`config.mk`:
```
export PLATFORM = sky130hd
export DESIGN_NAME = mtimer_irq_unit
export DESIGN_NICKNAME = d
export VERILOG_FILES = /design/src/rtl/mtimer_irq_unit.sv
export SDC_FILE = /design/constraint.sdc
export NUM_CORES = 1
export LEC_CHECK = 0
export BUFFER_PORTS_ARGS = -buffer_cell sky130_fd_sc_hd__buf_2
export CAP_MARGIN = 20
export CORE_ASPECT_RATIO = 1.5
export CORE_MARGIN = 2
export CORE_UTILIZATION = 25
export CTS_BUF_LIST = sky130_fd_sc_hd__clkbuf_4 sky130_fd_sc_hd__clkbuf_8
export DETAILED_ROUTE_END_ITERATION = 10
export PLACE_DENSITY_LB_ADDON = 0.1
export SLEW_MARGIN = 20
export SYNTH_ARGS = -nofsm -noshare
export SYNTH_HDL_FRONTEND = slang
export SYNTH_SLANG_ARGS = --single-unit
```
`constraint.sdc`:
```
create_clock -name clk -period 6.07 [get_ports clk]
set_clock_uncertainty 0.15 [all_clocks]
set_input_delay 0.607 -clock clk [delete_from_list [all_inputs] [get_ports clk]]
set_output_delay 0.607 -clock clk [all_outputs]
set_load 0.1 [all_outputs]
```
`src/rtl/mtimer_irq_unit.sv`:
```
// Memory-mapped RISC-V machine timer (mtime/mtimecmp) with a registered
// load/store port and a level machine-timer interrupt for mip.MTIP.
module mtimer_irq_unit #(
  parameter int unsigned  PRESCALE  = 1,
  parameter logic [63:0]  CMP_RESET = 64'hFFFF_FFFF_FFFF_FFFF
) (
  input  logic        clk,
  input  logic        rst,
  input  logic        sel,
  input  logic        wr_en,
  input  logic        rd_en,
  input  logic [3:0]  addr,
  input  logic [31:0] wdata,
  input  logic [3:0]  wmask,
  input  logic        halt,
  output logic [31:0] rdata,
  output logic        rvalid,
  output logic        acc_err,
  output logic        timer_irq
);

  localparam logic [15:0] PS_LAST = 16'(PRESCALE - 1);

  logic [63:0] mtime;
  logic [63:0] mtimecmp;
  logic [15:0] prescale_cnt;
  logic [31:0] hi_shadow;

  logic        aligned;
  logic        wr;
  logic        rd;
  logic        tick;
  logic        wr_mtime;
  logic [63:0] mtime_next;
  logic [15:0] prescale_next;
  logic [31:0] rd_mux;

  function automatic logic [31:0] merge(input logic [31:0] old_val,
                                        input logic [31:0] new_val,
                                        input logic [3:0]  mask);
    logic [31:0] res;
    res = old_val;
    for (int i = 0; i < 4; i++) begin
      if (mask[i]) res[8*i +: 8] = new_val[8*i +: 8];
    end
    return res;
  endfunction

  assign aligned  = (addr[1:0] == 2'b00);
  assign wr       = sel && wr_en && aligned;
  assign rd       = sel && rd_en && aligned;
  assign tick     = !halt && (prescale_cnt == PS_LAST);
  assign wr_mtime = wr && !addr[3];

  // A software write to one mtime half beats a same-cycle tick; the other half keeps its pre-tick value.
  always_comb begin
    mtime_next    = tick ? mtime + 64'd1 : mtime;
    prescale_next = prescale_cnt;
    if (!halt) prescale_next = tick ? 16'd0 : prescale_cnt + 16'd1;
    if (wr_mtime) begin
      prescale_next = 16'd0;
      if (addr[2]) mtime_next = {merge(mtime[63:32], wdata, wmask), mtime[31:0]};
      else         mtime_next = {mtime[63:32], merge(mtime[31:0], wdata, wmask)};
    end
  end

  always_comb begin
    rd_mux = 32'd0;
    case (addr[3:2])
      2'd0: rd_mux = mtime[31:0];
      2'd1: rd_mux = hi_shadow;
      2'd2: rd_mux = mtimecmp[31:0];
      2'd3: rd_mux = mtimecmp[63:32];
      default: rd_mux = 32'd0;
    endcase
  end

  always_ff @(posedge clk or negedge rst) begin
    if (!rst) begin
      mtime        <= 64'd0;
      prescale_cnt <= 16'd0;
      mtimecmp     <= CMP_RESET;
    end else begin
      mtime        <= mtime_next;
      prescale_cnt <= prescale_next;
      if (wr && addr[3] && !addr[2]) mtimecmp[31:0]  <= merge(mtimecmp[31:0], wdata, wmask);
      if (wr && addr[3] &&  addr[2]) mtimecmp[63:32] <= merge(mtimecmp[63:32], wdata, wmask);
    end
  end

  // Reading mtime_lo snapshots the high half so a following mtime_hi read is coherent.
  always_ff @(posedge clk or negedge rst) begin
    if (!rst) begin
      rdata     <= 32'd0;
      rvalid    <= 1'b0;
      acc_err   <= 1'b0;
      hi_shadow <= 32'd0;
      timer_irq <= 1'b0;
    end else begin
      rvalid    <= rd;
      acc_err   <= sel && (rd_en || wr_en) && !aligned;
      timer_irq <= (mtime >= mtimecmp);
      if (rd) begin
        rdata <= rd_mux;
        if (addr[3:2] == 2'd0) hi_shadow <= mtime[63:32];
      end
    end
  end

endmodule

```
==> results.yml, run 1 <==
clock_network:
  cts_buffers: 40
  clock_latency_ps: 590
  cts_max_level: 2
  cts_setup_buffers: 0
  path_clk_slew_ps: 60
  cts_buffer_depth: 3
  cts.sinks: 211
  root_buffer: "clkbuf_8"
  cts_tree: "yes"
place:
  dp.final_hpwl_um: 33000
  io_buffers: 80
  dp_cells: 1914
  gp_congestion: 0.817
sta:
  timing.setup.tns_ps: 0
  slew_headroom_pct: 30.0
  drv_slew: 0
  timing_hold_violations_final: 0
  max_freq_mhz: 268
  fin_crit_ps: 3730
  setup_viol: 0
  tightest_slew_ps: 1050
  rsz0062_at_grt: "no"
  post-route-period-util_pct: 61.4
layout:
  nNetsFinal: 1407
  drive_gt1_share_pct: 30.9
  multi_input_area_um2: 6540
  area_delta_synth_final_pct: 16.3
  fillers: 5172
  regArea_um2: 5360
  layout.cells.non_filler: 1990
yosys:
  async_flop_share_pct: 100
  synth_top_area_cell: "dfrtp_1"
  synthMostInstantiatedCell: "dfrtp_1"
  synth.top_cell.area_share_pct: 29.6
  synthCells: 1211
  syn_area_um2: 12400
  syn_area_per_cell_um2: 10.3
  ys_ff_latch: 211
  yosysUniqueCellTypes: 69
  yosysSeqAreaShare_pct: 43.1
  ys.warnings.count: 0
  ys.flop_type: "dfrtp_1"
  synth_area_leaders: "dfrtp_1 (30%), dfstp_2 (14%), mux2_2 (11%)"
  synth_enable_flop_cells: 0
  syn-num-nets: 1324
  synthTopCellsByCount: "dfrtp_1 (147), a21oi_1 (124), mux2_2 (118)"
worst_setup_path:
  arrival_ps: 4010
  cp.required_ps: 6350
  rr_startpoint: "mtime[20]"
  rr_endpoint: "mtime[48]"
  r2r_cells: 7
  critPathCaptureType: "flip-flop"
  cp-startpoint: "mtime[20]"
  startpoint_type: "flip-flop"
  worst-path-max-fanout: 8
  reg2reg_slack_ps: 2340
  path_class: "reg2reg"
drt:
  drc: 0
  finalWirelength_um: 45500
  firstDrtPassIters: 5
  drt_iter0_markers: 526
  ant_nets: 0
  vias_per_cell: 5.06
  wl_per_cell_um: 22.8
  via_count: 10100
worst_hold_path:
  hold_depth: 3
  hold_end: "acc_err"
  hp-start: "rd_en"
  hold_path.class: "in2reg"
floorplanning:
  die_h_um: 277
  rows: 100
  die_x_um: 186
  dieArea_um2: 51500
  start_util_pct: 25.1
  io_pins: 81
  coreArea_um2: 49400
power:
  p_leak_nw: 6.12
  ir_drop_v: 0.000110
  power_density_nw_per_um2: 361
global_route:
  grt_pass1_vias: 10600
  grt_pass1_wl_um: 69100
  grt_max_degree: 134
  grt_usage_pct: 18.1
  antenna_found_initial: 1
  overflow: 0
outcome:
  status: "complete, no violations"
flow_run:
  drv_cap: 0
-- final cells by class --
cell class / instances / area share (%)
multi-input cells: 866 / 45.2
flip-flops and latches: 211 / 37.1
clock buffers: 73 / 6.00
well taps: 663 / 5.74
repair buffers: 97 / 3.84
inverters: 78 / 2.03
clock inverters: 1 / 0.0606
diodes: 1 / 0.0173
-- repair_timing --
item / 4_1_cts / 5_1_grt
hold buffers: 1 / 0
endpoints found under the hold margin: 46 / 0
gates resized for setup: 0 / 0
-- cell usage in the layout, fill, tap and decap left out, types with 7 or more instances in the layout --
master,synthesis,final
mux4_2,27,27
o22a_1,9,9
dfrtp_1,147,147
o22ai_1,14,14
nor3_1,19,19
buf_4,0,16
dfstp_2,64,64
or3_1,8,8
xor2_1,13,13
ha_1,67,67
nor4_1,17,16
and4_1,11,11
o211ai_1,9,9
buf_2,9,78
nand3_1,44,44
and3_1,12,11
clkbuf_4,0,22
a21oi_1,124,123
a32oi_1,7,7
mux2_2,118,118
clkbuf_8,3,51
inv_1,78,78
nor2_1,78,76
o21ai_0,76,76
a21o_1,9,9
a31oi_1,16,16
nand4_1,30,30
nand2_1,68,67
-- worst max-delay path, stage by stage, from the launching register on --
cell	delay, ps
dfrtp_1	520
nand3_1	310
nor4_1	770
nand4_1	500
nor3_1	890
a31oi_1	160
o21ai_0	170
o21ai_0	100
-- through the flow --
step | util, % | total power [W] | setup slack [ps] | hold slack (ps) | instance area (µm²)
6_report | 29.2 | 0.00521 | 2340 | 142 | 14500
5_1_grt | 29.2 | 0.00555 | 2240 | 156 | 14500
4_1_cts | 29.2 | 0.00532 | 2430 | 111 | 14500
3_5_place_dp | 27.5 | 0.00372 | 2220 | 327 | 13600
3_3_place_gp | 27.4 | 0.00371 | 2250 | 315 | 13600
2_1_floorplan | - | 0.00310 | 3530 | 161 | 12400
-- power breakdown --
group | internal [W] | total, W | switching [W] | leakage, nW
sequential | 0.00171 | 0.00206 | 0.000352 | 2.61
clock | 0.000888 | 0.00156 | 0.000667 | 0.472
combinational | 0.000535 | 0.00160 | 0.00107 | 3.04
total | 0.00313 | 0.00521 | 0.00208 | 6.12
-- how the worst max path moves through the flow --
stage,endpoint,slack (ps)
2_1_floorplan,mtime[11],3530
3_3_place_gp,mtime[30],2250
3_5_place_dp,mtime[49],2220
4_1_cts,mtime[48],2430
5_1_grt,mtime[48],2240
6_report,mtime[48],2340
-- kinds of logic (layout without fill, tap and decap cells) --
| family | after synthesis | in the layout | synth area share (%) |
|---|---|---|---|
| buffers and inverters | 134 | 249 | 4.39 |
| and+or+nand+nor | 326 | 326 | 13.8 |
| adders and majority gates | 67 | 67 | 6.75 |
| xor gates and xnor gates | 16 | 16 | 1.13 |
| other | 0 | 1 | 0 |
| AOI/OAI and AO/OA | 308 | 308 | 14.8 |
| DFF | 211 | 211 | 43.1 |
| muxes | 149 | 149 | 15.9 |
-- state kept, by name (all words and copies together), names as in the netlist --
register / cells
hi_shadow: 32
rdata: 32
prescale_cnt: 16
acc_err: 1
timer_irq: 1
mtime: 64
rvalid: 1
mtimecmp: 64
-- metal layers --
| metal | up-vias | global-route usage (%) | wire length (µm) | part of all wire (%) |
|---|---|---|---|---|
| met5 | - | 0 | 0 | 0 |
| met4 | 0 | 6.72 | 1510 | 3.3 |
| met3 | 75 | 2.42 | 1670 | 3.7 |
| met2 | 224 | 33.5 | 24600 | 54 |
| met1 | 5076 | 20.7 | 17600 | 39 |
| li1 | 4689 | - | - | - |
Note: power is estimated with default switching activity, not from simulation.
==> run 2, diff against run 1 <==
- clock period: 6.07 -> 3 ns (I/O delays scaled with it)
==> run 2 against run 1 <==
Compared with the run above: final area up 6.8%; fmax grew 28%; sequential power is 91% higher; first-iteration DRC count is 25% higher; combinational power is 140% higher; total power increased by 110%; highest routed layer unchanged.
==> results.yml, run 2 (same netlist as run 1, synthesis figures left out) <==
worst_setup_path:
  max_stage_delay_ps: 540
  reg2reg_slack_ps: 90
  cpMaxStageDelayCell: "dfstp_2"
  startpoint_type: "flip-flop"
  cp.required_ps: 3280
  path_class: "reg2reg"
  critPathCaptureType: "flip-flop"
  arrival_ps: 3190
  path_cells: "inv_1 -> ha_1 -> nor2b_1 -> o211ai_1 -> a21oi_1 -> a211o_1 -> a31oi_2 -> a21oi_1 -> or4_1"
  critPathMostFrequentCell: "a21oi_1"
  crit_family: "compound AO/OA/AOI/OAI gates"
  path_buf_inv: 1
  worst-path-max-fanout: 3
power:
  power_density_nw_per_um2: 702
  p_leak_nw: 6.67
  ir_drop_v: 0.000279
  power_w: 0.0108
layout:
  regArea_um2: 5360
  reg_top3: "mtime (64), mtimecmp (64)"
  final_area_um2: 15400
  nNetsFinal: 1520
  mostFrequentLayoutCells: "dfrtp_1 (147), a21oi_1 (121), mux2_2 (118)"
  fillers: 5146
  area_delta_synth_final_pct: 24.3
  drive_gt1_share_pct: 34.0
  multi_input_area_um2: 6570
  layout_commonest_cell: "dfrtp_1"
sta:
  max_freq_mhz: 344
  post-route-period-util_pct: 97.0
  tightest_slew_ps: 847
  setup_viol: 0
  timing_hold_violations_final: 0
  drv_slew: 0
  rsz0062_at_grt: "no"
  slew_headroom_pct: 43.2
  timing.setup.tns_ps: 0
  fin_crit_ps: 2910
drt:
  drc: 0
  vias_per_cell: 5.01
  ant_nets: 0
  via_count: 10500
  wl_per_cell_um: 22.5
  drt_iter0_markers: 658
  finalWirelength_um: 47400
  firstDrtPassIters: 5
global_route:
  antenna_found_initial: 1
  overflow: 0
  grt_max_degree: 68
  grt_usage_pct: 18.7
  grt_pass1_vias: 11200
  grt_pass1_wl_um: 72000
flow_run:
  drv_cap: 0
place:
  gp_congestion: 0.851
  place_area_um2: 14200
  dp.final_hpwl_um: 35100
  io_buffers: 80
floorplanning:
  rows: 100
  die_x_um: 186
  coreArea_um2: 49400
  start_util_pct: 25.1
  dieArea_um2: 51500
  io_pins: 81
  die_h_um: 277
worst_hold_path:
  hold_path.class: "in2reg"
clock_network:
  cts.sinks: 211
  path_clk_slew_ps: 70
  root_buffer: "clkbuf_8"
  clock_latency_ps: 570
  cts_buffers: 39
  cts_buffer_depth: 3
  cts_max_level: 2
  cts_tree: "yes"
outcome:
  status: "complete, no violations"
run 2: cell count changes in the layout (fill, tap and decap cells not counted), moves of 2 or more:
cell           change
a21oi_2            +2
a21oi_1            -2
buf_12             +3
clkbuf_8           -4
buf_4             +75
clkbuf_4           -2
dlygate4sd3_1     +36
run 2: per-layer routing:
layer	vias to the layer above	wire length (µm)	global-route usage (%)
met5	-	0	0
met4	0	1490	6.20
met3	74	1260	1.96
met2	218	26000	35.6
met1	5336	18600	21.2
li1	4901	-	-
run 2: final timing paths:
check,start,to,cells after the start
min reg2reg,hi_shadow[18],hi_shadow[18],2
max in group asynchronous,rst,mtimecmp[63],3
min in group asynchronous,rst,rdata[22],2
max reg2reg,mtimecmp[1],timer_irq,9
min,wmask[1],mtime[42],3
max,mtimecmp[1],timer_irq,9
run 2: final cells by class:
class / count / area share, %
inverters: 78 / 1.90
clock buffers: 67 / 5.16
clock inverters: 4 / 0.332
multi-input cells: 866 / 42.5
flip-flops and latches: 211 / 34.7
repair buffers: 211 / 9.97
well taps: 663 / 5.37
diodes: 1 / 0.0162
run 2: worst register-to-register path: stages, from the launching register on:
cell	delay, ps
dfstp_2	540
inv_1	40
ha_1	270
nor2b_1	130
o211ai_1	400
a21oi_1	130
a211o_1	330
a31oi_2	270
a21oi_1	110
or4_1	400
run 2: timing repair:
item                       4_1_cts  5_1_grt
hold endpoints to repair       173        0
hold buffers                    37        0
gates resized for setup          4        1
setup endpoints to repair        1        1
setup buffers                    1        0
pin swaps                        1        1
run 2: metrics by stage:
stage	setup slack [ps]	cells	utilization [%]	hold WS, ps
after floorplan	472	1211	-	-146
after global placement	-946	1991	28.7	173
after detailed placement	-927	1991	28.7	171
after CTS	45.9	2100	31.2	66.1
after global routing	47.9	2101	31.2	119
final	89.5	2101	31.2	97.5
run 2: power breakdown:
part | leakage [nW] | switching, W | internal [W]
combinational | 3.61 | 0.00245 | 0.00134
sequential | 2.61 | 0.000484 | 0.00345
clock | 0.453 | 0.00135 | 0.00175
total | 6.67 | 0.00429 | 0.00655
